`config.mk`:
```
export PLATFORM = sky130hd
export DESIGN_NAME = vga_sprite_frame
export DESIGN_NICKNAME = d
export VERILOG_FILES = /design/src/rtl/vga_sprite_frame.sv
export SDC_FILE = /design/constraint.sdc
export NUM_CORES = 1
export LEC_CHECK = 0
export BUFFER_PORTS_ARGS = -buffer_cell sky130_fd_sc_hd__buf_2
export CAP_MARGIN = 5
export CORE_UTILIZATION = 57
export CTS_CLUSTER_DIAMETER = 80
export DETAILED_ROUTE_END_ITERATION = 12
export GPL_TIMING_DRIVEN = 0
export PLACE_DENSITY = 0.87
export SYNTH_ARGS = -nofsm -noshare
export SYNTH_HDL_FRONTEND = slang
export SYNTH_HIERARCHICAL = 1
export SYNTH_SLANG_ARGS = --single-unit
```
`constraint.sdc`:
```
create_clock -name clk -period 2.45 [get_ports clk]
set_clock_uncertainty 0.2 [all_clocks]
set_input_delay 0.49 -clock clk [delete_from_list [all_inputs] [get_ports clk]]
set_output_delay 0.49 -clock clk [all_outputs]
set_load 0.05 [all_outputs]
```
`src/rtl/vga_sprite_frame.sv`:
```
// Tile-map background plus NUM_SPRITES tile-aligned sprite layers, composited per pixel.
// Sprite positions, enables and blink flags are latched once per frame on i_frame_start.
module vga_sprite_frame_rom #(
  parameter int          AW          = 8,
  parameter int          LAT         = 1,
  parameter int          TILE_LOG2   = 4,
  parameter bit          IS_SPRITE   = 1'b0,
  parameter logic [11:0] SEED        = 12'h000,
  parameter logic [11:0] TRANSPARENT = 12'hF0F
) (
  input  logic          clk,
  input  logic          rst_n,
  input  logic          i_en,
  input  logic [AW-1:0] i_addr,
  output logic [11:0]   o_data
);
  // Image contents are a fixed function of the address, varied by the image-name seed.
  // Sprite k: texel (0,0) and texels with (sx ^ sy) == k are see-through.
  function automatic logic [11:0] f_word(input logic [31:0] a);
    logic [31:0] mask, sx, sy, k;
    mask = (32'd1 << TILE_LOG2) - 32'd1;
    sx   = a & mask;
    sy   = (a >> TILE_LOG2) & mask;
    k    = a >> (2 * TILE_LOG2);
    if (!IS_SPRITE)
      f_word = 12'(a * 32'd7) ^ SEED;
    else if (((sx == 32'd0) && (sy == 32'd0)) || ((sx ^ sy) == (k & mask)))
      f_word = TRANSPARENT;
    else
      f_word = 12'(a) ^ {4'h0, SEED[7:0]};
  endfunction

  logic [11:0] r_data [LAT];

  always_ff @(posedge clk or negedge rst_n) begin
    if (!rst_n) begin
      for (int i = 0; i < LAT; i++) r_data[i] <= '0;
    end else begin
      if (i_en) r_data[0] <= f_word(32'(i_addr));
      for (int i = 1; i < LAT; i++) r_data[i] <= r_data[i-1];
    end
  end

  assign o_data = r_data[LAT-1];
endmodule

module vga_sprite_frame #(
  parameter int           TILE_LOG2     = 4,
  parameter int           MAP_COLS_LOG2 = 6,
  parameter int           MAP_ROWS_LOG2 = 5,
  parameter int           NUM_SPRITES   = 2,
  parameter int           ROM_LAT       = 1,
  parameter logic [11:0]  TRANSPARENT   = 12'hF0F,
  parameter int           BLINK_LOG2    = 5,
  parameter logic [127:0] MAP_FILE      = "maze1.rom",
  parameter logic [127:0] SPRITE_FILE   = "sprites.rom"
) (
  input  logic                     clk,
  input  logic                     rst_n,
  input  logic                     i_pix_valid,
  input  logic [9:0]               i_col,
  input  logic [9:0]               i_row,
  input  logic                     i_frame_start,
  input  logic [6*NUM_SPRITES-1:0] i_spr_bcol,
  input  logic [6*NUM_SPRITES-1:0] i_spr_brow,
  input  logic [NUM_SPRITES-1:0]   i_spr_en,
  input  logic [NUM_SPRITES-1:0]   i_spr_blink,
  output logic                     o_pix_valid,
  output logic [3:0]               o_red,
  output logic [3:0]               o_green,
  output logic [3:0]               o_blue
);
  localparam int NS  = NUM_SPRITES;
  localparam int MAW = MAP_COLS_LOG2 + MAP_ROWS_LOG2;
  localparam int SAW = $clog2(NS) + 2 * TILE_LOG2;
  localparam int SBW = NS + 2;
  localparam logic [11:0] MAP_SEED = MAP_FILE[11:0];
  localparam logic [11:0] SPR_SEED = SPRITE_FILE[11:0];

  logic [6*NS-1:0]       r_bcol, r_brow;
  logic [NS-1:0]         r_en, r_blink;
  logic [BLINK_LOG2-1:0] r_frame_cnt;

  always_ff @(posedge clk or negedge rst_n) begin
    if (!rst_n) begin
      r_bcol      <= '0;
      r_brow      <= '0;
      r_en        <= '0;
      r_blink     <= '0;
      r_frame_cnt <= '0;
    end else if (i_frame_start) begin
      r_bcol      <= i_spr_bcol;
      r_brow      <= i_spr_brow;
      r_en        <= i_spr_en;
      r_blink     <= i_spr_blink;
      r_frame_cnt <= r_frame_cnt + 1'b1;
    end
  end

  // Stage 0: tile decode, ROM addressing and sprite hit tests
  logic [9:0]             w_tc, w_tr;
  logic [2*TILE_LOG2-1:0] w_local;
  logic [MAW-1:0]         w_bg_addr;
  logic                   w_oob, w_blink_off;
  logic [NS-1:0]          w_hit;
  logic [11:0]            w_texel [NS];
  logic [11:0]            w_bg;

  assign w_tc        = i_col >> TILE_LOG2;
  assign w_tr        = i_row >> TILE_LOG2;
  assign w_local     = {i_row[TILE_LOG2-1:0], i_col[TILE_LOG2-1:0]};
  assign w_bg_addr   = MAW'(w_tc) + (MAW'(w_tr) << MAP_COLS_LOG2);
  assign w_oob       = (32'(w_tc) >= (32'd1 << MAP_COLS_LOG2)) ||
                       (32'(w_tr) >= (32'd1 << MAP_ROWS_LOG2));
  assign w_blink_off = r_frame_cnt[BLINK_LOG2-1];

  vga_sprite_frame_rom #(
    .AW(MAW), .LAT(ROM_LAT), .TILE_LOG2(TILE_LOG2), .IS_SPRITE(1'b0),
    .SEED(MAP_SEED), .TRANSPARENT(TRANSPARENT)
  ) u_bg_rom (
    .clk(clk), .rst_n(rst_n), .i_en(i_pix_valid), .i_addr(w_bg_addr), .o_data(w_bg)
  );

  for (genvar k = 0; k < NS; k++) begin : g_spr
    assign w_hit[k] = r_en[k] && !(r_blink[k] && w_blink_off) &&
                      (w_tc == 10'(r_bcol[6*k +: 6])) && (w_tr == 10'(r_brow[6*k +: 6]));

    vga_sprite_frame_rom #(
      .AW(SAW), .LAT(ROM_LAT), .TILE_LOG2(TILE_LOG2), .IS_SPRITE(1'b1),
      .SEED(SPR_SEED), .TRANSPARENT(TRANSPARENT)
    ) u_spr_rom (
      .clk(clk), .rst_n(rst_n), .i_en(i_pix_valid),
      .i_addr(SAW'(k << (2 * TILE_LOG2)) + SAW'(w_local)), .o_data(w_texel[k])
    );
  end

  // Sideband delay: {oob, hit, valid} aligned with ROM read data
  logic [SBW-1:0] r_sb [ROM_LAT];

  always_ff @(posedge clk or negedge rst_n) begin
    if (!rst_n) begin
      for (int i = 0; i < ROM_LAT; i++) r_sb[i] <= '0;
    end else begin
      r_sb[0] <= {w_oob, w_hit, i_pix_valid};
      for (int i = 1; i < ROM_LAT; i++) r_sb[i] <= r_sb[i-1];
    end
  end

  logic [SBW-1:0] w_sb;
  logic [11:0]    w_rgb;
  logic           r_vld;
  logic [11:0]    r_rgb;

  assign w_sb = r_sb[ROM_LAT-1];

  // Compose: walk from lowest priority up so sprite 0 is applied last
  always_comb begin
    w_rgb = '0;
    if (w_sb[0] && !w_sb[SBW-1]) begin
      w_rgb = w_bg;
      for (int k = NS - 1; k >= 0; k--)
        if (w_sb[k+1] && (w_texel[k] != TRANSPARENT)) w_rgb = w_texel[k];
    end
  end

  always_ff @(posedge clk or negedge rst_n) begin
    if (!rst_n) begin
      r_vld <= 1'b0;
      r_rgb <= '0;
    end else begin
      r_vld <= w_sb[0];
      r_rgb <= w_rgb;
    end
  end

  assign o_pix_valid = r_vld;
  assign o_red       = r_rgb[11:8];
  assign o_green     = r_rgb[7:4];
  assign o_blue      = r_rgb[3:0];
endmodule

```
Word-level counts from Yosys, hierarchy flattened:

Index checks and enable logic that the tools add are counted.

* $add $sub $neg: 3
* multipliers: 1
* $lt $le $gt $ge: 2
* equality and inequality tests: 7
* mux-type cells: 5
* bitwise gates (word level): 5
* reduce and logical (&&, ||, !) cells: 24

Operators by type and width (number)
* 32-bit zero test: 5
* 12-bit two-way mux: 5
* 32-bit by 1-bit equality test with 1-bit output: 1
* 6-bit equality test: 4
* 12-bit inequality test, second input constant: 2
* 1-bit logical AND: 13
* 11-bit by 3-bit multiplier with 12-bit output, second input constant: 1
* 6-bit by 11-bit adder with 11-bit output: 1
* 5-bit inverter: 2
* 9-bit by 8-bit adder with 9-bit output, first input constant: 1
* 9-bit inverter: 1
* 4-bit XOR: 2
* 6-bit by 7-bit >= comparator with 1-bit output, second input constant: 1
* 6-bit >= comparator, second input constant: 1
* 5-bit by 1-bit adder with 5-bit output, second input constant: 1
* 1-bit zero test: 3
* 1-bit logical OR: 3

* register bits: 86
* output and inout port bits: 13
* word-level logic and storage cells: 58

Longest topological paths before layout:

* depth in word-level cells: 5
* depth in mapped cells: 8
* mapped depth without buffers: 8

Cells and area by module:

Netlist, hierarchy kept.

Modules (own cells, without submodules)
* vga_sprite_frame: instances 1, cells an instance 192, area each 2433.6 um^2, seq. area each 1251.2 um^2
* vga_sprite_frame_rom at u_bg_rom: instances 1, cells an instance 95, area each 1009.7 um^2, seq. area each 300.3 um^2
* vga_sprite_frame_rom at g_spr[0].u_spr_rom ...: instances 2, cells an instance 40, area each 470.5 um^2, seq. area each 250.2 um^2

Worst setup path after synthesis:

Ideal clock, no wire load.

* kind: input -> register
* from: in i_col[4]
* to: reg u_bg_rom.r_data (netlist bit u_bg_rom/o_data[10])
* library setup time: 136 ps
* data arrival time: 2291 ps
* setup slack: -177 ps
* stages: 8
* buffers on the path: 0
* cell sequence: fa_1 ha_1 fa_1 a21oi_1 o21ai_1 a41oi_1 xnor2_1 a21oi_1

* longest elaborated chain between the ends: 3

RTL lines
* from (decl): RTL line 61 `input logic [9:0] i_col,`
* 6-bit by 11-bit adder with 11-bit output: RTL line 112 `assign w_bg_addr = MAW'(w_tc) + (MAW'(w_tr) << MAP_COLS_LOG2);`
* 11-bit by 3-bit multiplier with 12-bit output: RTL line 26 `f_word = 12'(a * 32'd7) ^ SEED;`
* 9-bit inverter (no line)
* to (decl): RTL line 33 `logic [11:0] r_data [LAT];`

No other way between the ends.
A chain may end at the register's enable or synchronous reset.

Worst setup path in the final report:

* from: in i_col[6]
* to: reg u_bg_rom.r_data (netlist bit u_bg_rom/o_data[11])

Same word-level chain as after synthesis.

==> metrics.md <==
| Metric | Value |
|---|---|
| Outcome | complete, no violations |
| Worst-path clk slew | about 80 ps |
| Routed len/inst | ~18 um |
| Post-synthesis mux area share | 11.5% |
| Adder-Cell Fraction of Synth Area | a little over 8% |
| DR iter-0 viols | between 150 and 200 |
| Netlist cell types | 49 |
| Post-Layout Cell Count | ~550 |
| CTS Buf Count | 9 |
| Crit-path cells | buf_6, fa_2, ha_1, a21o_1, nand4_1, a211oi_2, or3_1, a31o_1 |
| Clk buf depth | 2 |
| Startpoint types | primary input |
| Synth area leader | dfrtp_1 |
| Worst slew pin tran | between 500 and 600 ps |
| Final ANT Viol Nets | 0 |
| CP top delay family | adder cells |
| Number of synthesized flops with an enable pin | 0 |
| Die width | ~90 um |
| Number of inserted diodes | 0 |
| Largest family of logic cells by synthesized area | compound AO/OA/AOI/OAI gates |
| Synth area leaders | dfrtp_1, mux2_2, xnor2_1, fa_1, ha_1 |
| Row count | 31 |
| Most common cell after layout, fill and taps aside | dfrtp_1 |
| Die height | about 90 um |
| Syn Inst Count | about 370 |
| Share of flip-flops with an asynchronous set or reset | between 90% and 100% |
| Flops & latches, synth | between 80 and 90 |
| Number of global-route vias before repair | approximately 3400 |
| Final Hold Slack | approximately 160 ps |
| Total track usage | between 20% and 30% |
| Ys flop type | dfrtp_1 |
| Min-Delay Path Class | primary input to flip-flop |
| MaxCap Viol Count | 0 |
| Synthesized-area fraction occupied by and/or/nand/nor cells | between 8 and 9% |
| Slew headroom | 60.7% |
| Syn. warnings | 6 |
| Dpl cells | 532 |
| Starting Density | 59.8% |
| GP Congestion | ~0.81 |
| HPWL after detailed placement | 7150 um |
| Slowest stage delay, CP | ~580 ps |
| Avg Inst Size Synth | 11.9 sq um |
| Yosys top cell area share | between 40% and 50% |
| Share of layout cells above drive strength 1 | between 30% and 40% |
| Synthesis-to-finish area growth | 19.4% |
| Critical Path RT | 2490 ps |
| Min cycle time layout | approximately 2400 ps |
| Comb power frac | approximately 25% |
| Crit-path slowest cell | fa_2 |
| WL final | ~9800 um |
| CP endpoint kind | flip-flop |
| Via count | ~3200 |
| Core Region | around 7300 sq um |
| VDD IR-drop max | between 500 and 600 uV |
| Fillers | ~510 |
| Highest clock rate | about 410 MHz |
| Final Hold Fails | 0 |
| CP bufs+invs | 1 |
| Clk pwr share | between 30 and 40% |
| Arr. time, crit path | approximately 2500 ps |
| Switch share | between 20 and 30% |
| TritonRoute pass-1 iters | 4 |
| CTS H-Tree Depth | 3 |
| GR Overflow Total | 0 |
| Port buffer count | 63 |
| Nets@finish | 524 |
| Pwr dens | 740 nW/um^2 |
| Seq pwr share | 44.5% |
| Switch Pwr | roughly 0.0012 W |
| Register area share after synthesis | a little under half |
| Tot Pwr | about 0.0039 W |
| DRC | 0 |
| Boundary Pins | between 60 and 70 |
| Period utilisation layout | a little over nine tenths |
| Slew Viols, Final | 0 |
| Post-Synth XOR/XNOR Area | 8.82% |
| Die Area | just over 8000 sq um |
| P_int | ~0.0027 W |
| First-pass GRT wire length | 16400 um |
| Clk_lat worst skew | around 350 ps |
| Final setup vio count | 0 |
| Drt via density | 5.85 |
| Cell area after synthesis | 4380 sq um |
| CTS tree | built |
| Critical path fanouts, max | 5 |
| Largest net degree at the start of global routing | 70 |
| CTS Sinks | a little over 80 |
| Setup CP Type | primary input to flip-flop |
| Leak Pwr | 2.31 nW |
| Synth Area in Compound Gates | 12.7% |
| Commonest non-fill, non-tap cells in the layout | dfrtp_1, buf_2, xnor2_1, mux2_2, inv_1 |
| Clock Tree Root | clkbuf_8 |
| Initial antenna violation count | 0 |
[per-layer routing]
| layer | vias to the layer above | GRT usage, % | wire length [um] |
|---|---|---|---|
| met5 | - | 0 | 0 |
| met4 | 0 | 13.9 | 342 |
| met3 | 33 | 6.18 | 602 |
| met2 | 137 | 43.8 | 4990 |
| met1 | 1590 | 30.9 | 3830 |
| li1 | 1480 | - | - |
[power groups by stage]
stage / combinational [W] / clock (W) / sequential, W
final: 0.000959 / 0.00119 / 0.00173
after global routing: 0.00106 / 0.00126 / 0.00175
after CTS: 0.000923 / 0.00120 / 0.00172
after detailed placement: 0.000915 / 0 / 0.00174
after global placement: 0.000863 / 0 / 0.00173
after floorplan: 0.000595 / 0 / 0.00177
[path summary, 6_finish.rpt]
check,from,to,slack (ps),cells after the start
worst max-delay path,i_col[6],u_bg_rom/o_data[11]$_DFFE_PN0P_,30,8
worst min-delay path,i_pix_valid,r_sb[0]$_DFF_PN0_,160,1
worst max register to register,g_spr[1].u_spr_rom/o_data[10]$_DFFE_PN0P_,r_rgb[9]$_DFF_PN0_,40,5
worst min register to register,r_sb[0]$_DFF_PN0_,o_pix_valid$_DFF_PN0_,180,0
max in group asynchronous,rst_n,r_bcol[8]$_DFFE_PN0P_,1160,3
min in group asynchronous,rst_n,r_rgb[3]$_DFF_PN0_,320,2
[kinds of logic after synthesis]
| family | Yosys count |
|---|---|
| AOI/OAI and AO/OA | 70 |
| xor gates and xnor gates | 41 |
| adders and majority gates | 22 |
| buffers and inverters | 41 |
| DFF | 82 |
| muxes | 46 |
| other | 2 |
| and+or+nand+nor | 63 |
[registers in the layout, summed over array words and instances, names as in the netlist]
| name | cells |
|---|---|
| g_spr.u_spr_rom/o_data | 20 |
| o_pix_valid | 1 |
| r_bcol | 12 |
| r_blink | 2 |
| r_brow | 12 |
| r_en | 2 |
| r_frame_cnt | 5 |
| r_rgb | 12 |
| r_sb | 4 |
| u_bg_rom/o_data | 12 |
[Yosys cell counts (2+ instances only)]
cell type,n
conb_1,2
nand4_1,9
o22a_2,2
xnor3_1,2
o21ai_1,2
o31ai_1,2
fa_1,11
or4_2,2
or4_1,2
a21oi_1,11
nor4_1,3
o32a_1,4
buf_4,4
nand2b_1,2
o32ai_1,4
clkbuf_1,13
xnor2_1,37
mux2i_1,12
nand2_1,14
inv_1,24
a21o_1,3
ha_1,11
or3_1,2
a221oi_1,3
o21bai_1,4
nand4b_1,2
nor2_1,11
nor2_2,2
a221oi_2,5
xor2_1,2
nand3b_1,2
a41o_1,2
nor2b_1,2
dfrtp_1,82
o2bb2ai_1,4
o21ai_0,7
a31oi_1,11
mux2_2,34
nand3_1,6
[per-stage QoR]
step / setup WS, ps / area (sq um) / setup TNS [ps] / util [%]
after floorplan: -86.8 / 4420 / -119 / -
after global placement: -365 / 4860 / -1550 / 66.3
after detailed placement: -386 / 4890 / -1840 / 66.7
after CTS: 4.20 / 5140 / 0 / 70.1
after global routing: -16.1 / 5230 / -46.2 / 71.4
final: 30.6 / 5230 / 0 / 71.4
[final cells by class]
class	count	area (sq um)	area share [%]
clock buffers	12	145	2.77
inverters	24	90.1	1.72
repair buffers	70	413	7.89
multi-input cells	246	2230	42.6
flip-flops and latches	82	2050	39.2
plain buffers	17	78.8	1.51
well taps	99	124	2.37
clock inverters	4	98.8	1.89
[worst reg2reg max path: stages, from the launching register on]
cell and delay [ps]:
dfrtp_1 480, buf_4 160, or4b_4 490, or3_2 530, o31ai_1 280, a221oi_1 110
[repair_timing]
| action | 4_1_cts | 5_1_grt |
|---|---|---|
| hold endpoints to repair | 13 | 0 |
| endpoints found under the setup margin | 6 | 14 |
| hold buffers | 1 | 0 |
| resized for setup | 0 | 19 |
| pin swaps | 2 | 9 |
| setup buffers | 0 | 5 |
No activity file was read; power rests on OpenSTA's default activity.
